===== config.mk =====
export PLATFORM = sky130hd
export DESIGN_NAME = act_unit
export DESIGN_NICKNAME = d
export VERILOG_FILES = /design/src/rtl/act_unit.sv
export SDC_FILE = /design/constraint.sdc
export NUM_CORES = 1
export LEC_CHECK = 0
export BUFFER_PORTS_ARGS = -buffer_cell sky130_fd_sc_hd__buf_2
export CAP_MARGIN = 10
export CORE_ASPECT_RATIO = 0.75
export CORE_MARGIN = 3
export CORE_UTILIZATION = 51
export CTS_CLUSTER_DIAMETER = 200
export DETAILED_ROUTE_END_ITERATION = 7
export GPL_TIMING_DRIVEN = 1
export HOLD_SLACK_MARGIN = 0.03
export PLACE_DENSITY_LB_ADDON = 0.1
export SYNTH_ARGS = -nofsm -noshare
export SYNTH_HDL_FRONTEND = slang
export SYNTH_SLANG_ARGS = --single-unit

===== constraint.sdc =====
create_clock -name clk -period 6.8 [get_ports clk]
set_input_delay 1.36 -clock clk [delete_from_list [all_inputs] [get_ports clk]]
set_output_delay 1.36 -clock clk [all_outputs]
set_load 0.01 [all_outputs]

===== src/rtl/act_unit.sv =====
// act_unit: multi-lane activation stage (bypass / ReLU / leaky ReLU / clipped ReLU)
// placed after the MAC stage. Two-register valid/ready pipeline: stage A captures
// the beat and its mode/clip settings, stage B holds the activated result. A
// saturating counter accumulates how many lanes were clamped to zero.
module act_unit #(
  parameter int DATA_W      = 13,
  parameter int LANES       = 4,
  parameter int LEAKY_SHIFT = 3,
  parameter int CNT_W       = 16
) (
  input  logic                    clk,
  input  logic                    reset,
  input  logic [1:0]              mode,
  input  logic [DATA_W-1:0]       clip_max,
  input  logic                    in_valid,
  output logic                    in_ready,
  input  logic [LANES*DATA_W-1:0] in_data,
  output logic                    out_valid,
  input  logic                    out_ready,
  output logic [LANES*DATA_W-1:0] out_data,
  input  logic                    cnt_clr,
  output logic [CNT_W-1:0]        zero_cnt
);

  typedef enum logic [1:0] {
    ModeBypass = 2'd0,
    ModeRelu   = 2'd1,
    ModeLeaky  = 2'd2,
    ModeClip   = 2'd3
  } act_mode_e;

  // Width of a per-beat clamped-lane count (0..LANES).
  localparam int CW = $clog2(LANES + 1) + 1;

  // Clears the clip bound's sign bit so the clip limit is never negative.
  localparam logic [DATA_W-1:0] MAG_MASK = {1'b0, {(DATA_W-1){1'b1}}};

  // Per-lane activation; every mode keeps the result inside DATA_W bits.
  function automatic logic [DATA_W-1:0] actLane(
    input logic signed [DATA_W-1:0] x,
    input act_mode_e                m,
    input logic signed [DATA_W-1:0] lim
  );
    logic [DATA_W-1:0] y;
    y = x;
    case (m)
      ModeBypass: y = x;
      ModeRelu: begin
        if (x[DATA_W-1]) y = '0;
      end
      ModeLeaky: begin
        if (x[DATA_W-1]) y = x >>> LEAKY_SHIFT;
      end
      ModeClip: begin
        if (x[DATA_W-1])  y = '0;
        else if (x > lim) y = lim;
      end
      default: y = x;
    endcase
    return y;
  endfunction

  // Stage A registers (captured input beat and its sampled settings)
  logic                    vA_q, vA_d;
  logic [LANES*DATA_W-1:0] dataA_q, dataA_d;
  act_mode_e               modeA_q, modeA_d;
  logic [DATA_W-1:0]       clipA_q, clipA_d;

  // Stage B registers (activated result and clamp flags travelling with it)
  logic                    vB_q, vB_d;
  logic [LANES*DATA_W-1:0] dataB_q, dataB_d;
  logic [LANES-1:0]        clampB_q, clampB_d;

  // Clamp counter
  logic [CNT_W-1:0]        cnt_q, cnt_d;

  // Pipeline control and datapath intermediates
  logic                    advA, advB, inFire, outFire;
  logic signed [DATA_W-1:0] clipLimit;
  logic [LANES*DATA_W-1:0] actData;
  logic [LANES-1:0]        actClamp;
  logic [CW-1:0]           clampCount;
  logic [CNT_W:0]          cntSum;

  assign advB      = !vB_q || out_ready;
  assign advA      = !vA_q || advB;
  assign in_ready  = advA;
  assign inFire    = in_valid && in_ready;
  assign out_valid = vB_q;
  assign out_data  = dataB_q;
  assign outFire   = vB_q && out_ready;
  assign zero_cnt  = cnt_q;

  // Activation of the stage A beat and its per-lane clamp flags.
  always_comb begin
    actData   = '0;
    actClamp  = '0;
    clipLimit = clipA_q & MAG_MASK;
    for (int i = 0; i < LANES; i++) begin
      actData[i*DATA_W +: DATA_W] =
        actLane($signed(dataA_q[i*DATA_W +: DATA_W]), modeA_q, clipLimit);
      actClamp[i] = ((modeA_q == ModeRelu) || (modeA_q == ModeClip)) &&
                    dataA_q[i*DATA_W + DATA_W - 1];
    end
  end

  // Stage A next state: load on input handshake, empty when drained without refill.
  always_comb begin
    vA_d    = vA_q;
    dataA_d = dataA_q;
    modeA_d = modeA_q;
    clipA_d = clipA_q;
    if (advA) begin
      vA_d = inFire;
      if (inFire) begin
        dataA_d = in_data;
        modeA_d = act_mode_e'(mode);
        clipA_d = clip_max;
      end
    end
  end

  // Stage B next state: take the activated beat from A whenever B may advance.
  always_comb begin
    vB_d     = vB_q;
    dataB_d  = dataB_q;
    clampB_d = clampB_q;
    if (advB) begin
      vB_d = vA_q;
      if (vA_q) begin
        dataB_d  = actData;
        clampB_d = actClamp;
      end
    end
  end

  // Counter next state: add clamped lanes on output handshake, saturate, clear wins.
  always_comb begin
    clampCount = '0;
    for (int i = 0; i < LANES; i++) begin
      clampCount = clampCount + CW'(clampB_q[i]);
    end
    cntSum = {1'b0, cnt_q} + (CNT_W+1)'(clampCount);
    cnt_d  = cnt_q;
    if (cnt_clr) begin
      cnt_d = '0;
    end else if (outFire) begin
      cnt_d = cntSum[CNT_W] ? {CNT_W{1'b1}} : cntSum[CNT_W-1:0];
    end
  end

  // Stage A register.
  always_ff @(posedge clk or negedge reset) begin
    if (!reset) begin
      vA_q    <= 1'b0;
      dataA_q <= '0;
      modeA_q <= ModeBypass;
      clipA_q <= '0;
    end else begin
      vA_q    <= vA_d;
      dataA_q <= dataA_d;
      modeA_q <= modeA_d;
      clipA_q <= clipA_d;
    end
  end

  // Stage B register.
  always_ff @(posedge clk or negedge reset) begin
    if (!reset) begin
      vB_q     <= 1'b0;
      dataB_q  <= '0;
      clampB_q <= '0;
    end else begin
      vB_q     <= vB_d;
      dataB_q  <= dataB_d;
      clampB_q <= clampB_d;
    end
  end

  // Clamp counter register.
  always_ff @(posedge clk or negedge reset) begin
    if (!reset) begin
      cnt_q <= '0;
    end else begin
      cnt_q <= cnt_d;
    end
  end

endmodule

==> results.toml <==
[floorplanning]
io_pins = 142
core_area_sq_um = 15420
die_w_um = 151.9
rows = 39
die_h_um = 115.4
fp.dieArea_sq_um = 17540
start_util_pct = 52.82

[clock_tree]
post-cts-setup-buffer-count = 0
clkLatencyLatePin_ps = 420
clockBufferDepth = 2
cts_tree = "yes"
cts-resized-gates = 0
cts_buffers = 17
cts-root-buf = "clkbuf_16"
hold_buffers = 0
cts.reportedPaths.clkPinSlew_ps = 60
htreeDepth = 4
cts_sinks = 140

[layout]
nNetsFinal = 1055
drive_above_1_share_pct = 28.50
syn_to_final_growth_pct = 17.45
n_antenna_cell = 0
nFillCells = 1312
design_area_sq_um = 9565

[yosys]
synth_seq_cells = 140
synth_area_leaders = "dfrtp_1 43%, mux2_2 9.1%, ha_1 7.5%"
synth_cell_types = 47
synth.most_common_cell = "dfrtp_1"
yosysWarningCount = 0
syn_area_sq_um = 8144
avgSynthCellArea_sq_um = 9.920
syn-num-nets = 945
synth-edff-count = 0
ys.flop_type = "dfrtp_1"
synth_commonest_cells = "140 x dfrtp_1, 79 x nor2_1, 67 x a21oi_1, 66 x mux2_2, 53 x nand3b_1"
syn_inst = 821
async_flop_share_pct = 100.0
synth_top_area_share_pct = 43.02
yosysSeqAreaShare_pct = 43.02
yosysTopAreaCell = "dfrtp_1"

[placed_design]
io_buffers = 140
placed_cell_area_sq_um = 8891
dpl.hpwl_um = 15900
gp_congestion = 0.9284

[pwr]
p_per_area_nw_per_um2 = 315.2
cellLeakagePower_uw = 0.004254
ir_worst_vdd_mv = 0.1469

[routing]
drt_pre_antenna_iters = 7
wire_per_inst_um = 20.34
vias = 7104
route.antenna.remaining_nets = 0
drc = 0
routed_wl_um = 23370
drt_iter0_markers = 774
via_per_inst = 6.183

[sta]
fin_skew_ps = 11.63
post-route-period-util_pct = 47.11
worst_slew_pin_slew_ps = 1205
fmax_mhz = 312.2
finalSetupViolations = 0
maxSlewViolCount = 0
hold_viol = 0
finalCriticalPeriod_ps = 3203
rsz0062_at_grt = "no"
slew_headroom_pct = 19.35
fin_tns_setup_ps = 0

[min_path]
hp-class = "reg -> reg"

[setup_path]
worstPathMaxFanout = 4
worstSetupStartpointType = "input port"
critical_path_class = "in -> out"
worstPathRequired_ps = 5440
cp.arrival_ps = 1840
cp-end-kind = "primary output"

[grt]
grt_pass1_vias = 6995
grt_max_degree = 90
antenna_found_initial = 0
grt_remaining_overflow = 0
grt_util_all_layers_pct = 26.99
grt_pass1_wl_um = 37490

[run]
maxCapViolations = 0

[outcome]
outcome = "completed"
[cells in the final DEF, fill, tap and decap left out, drive strengths merged, types with 5 or more instances in the layout]
master / count
nand2b: 7
a31oi: 50
clkbuf: 20
nor3: 11
a21oi: 67
nor2: 79
a221o: 12
inv: 26
nand3: 42
ha: 49
and2: 14
mux2: 66
nand2: 44
o21ai: 33
a211oi: 6
nand3b: 53
nor2b: 7
a221oi: 24
a21o: 5
buf: 147
dfrtp: 140
[worst max-delay path: stages]
cell	delay [ps]
buf_2	110
nand3b_1	200
buf_2	170
[power breakdown]
| group | total (uW) | switching (uW) | internal, uW |
|---|---|---|---|
| registers | 1170 | 188 | 985 |
| clock network | 1010 | 366 | 647 |
| logic | 829 | 472 | 357 |
[kinds of logic after synthesis]
family          count (synthesis)  share of synthesized area [%]
fa+ha+maj                      52                          8.266
simple gates                  271                          18.22
compound gates                209                          16.79
mux                            69                          9.495
flops                         140                          43.02
buf+inv                        80                          4.210
[per-stage QoR]
stage,power (uW),worst slack (ps),hold slack (ps),std cells,utilization (%)
2_1_floorplan,1686,3866,449.8,821,-
3_3_place_gp,1953,3601,452.3,1113,57.61
3_5_place_dp,1997,3577,454.6,1114,57.66
4_1_cts,3020,3600,468.8,1146,61.89
5_1_grt,3182,3574,513.3,1149,62.03
6_report,3015,3597,462.3,1149,62.03
[per-layer routing]
metal | part of all wire (%) | vias to the layer above | GRT usage (%)
met5 | 0 | - | 0
li1 | - | 3238 | -
met1 | 44 | 3452 | 37.42
met4 | 2.1 | 0 | 9.102
met3 | 9.0 | 41 | 6.682
met2 | 45 | 373 | 42.19
[state kept, by name, summed over array words and instances (netlist names)]
name,count
dataA_q,52
modeA_q,2
vA_q,1
zero_cnt,16
out_valid,1
out_data,52
clipA_q,12
clampB_q,4
[path summary, 6_finish.rpt]
check                                          from                        to  slack, ps  cells after the start
hold reg to reg            out_data[38]$_DFFE_PN0P_  out_data[38]$_DFFE_PN0P_        460                      2
min in group asynchronous                     reset  zero_cnt[13]$_DFFE_PN0P_        980                      1
setup reg to reg             clipA_q[8]$_DFFE_PN0P_  out_data[46]$_DFFE_PN0P_       3810                      8
hold / removal             out_data[38]$_DFFE_PN0P_  out_data[38]$_DFFE_PN0P_        460                      2
max in group asynchronous                     reset  out_data[33]$_DFFE_PN0P_       4580                      2
setup / recovery                          out_ready                  in_ready       3600                      3
[layout make-up]
type,instances,area (sq um),area share (%)
Tap cell,205,256.5,2.681
Clock inverter,12,185.2,1.936
Multi-Input combinational cell,601,4304,45.00
Sequential cell,140,3503,36.63
Clock buffer,20,466.7,4.879
Inverter,24,90.09,0.9418
Timing Repair Buffer,147,759.5,7.940
Power figures use the tool's default switching activity.
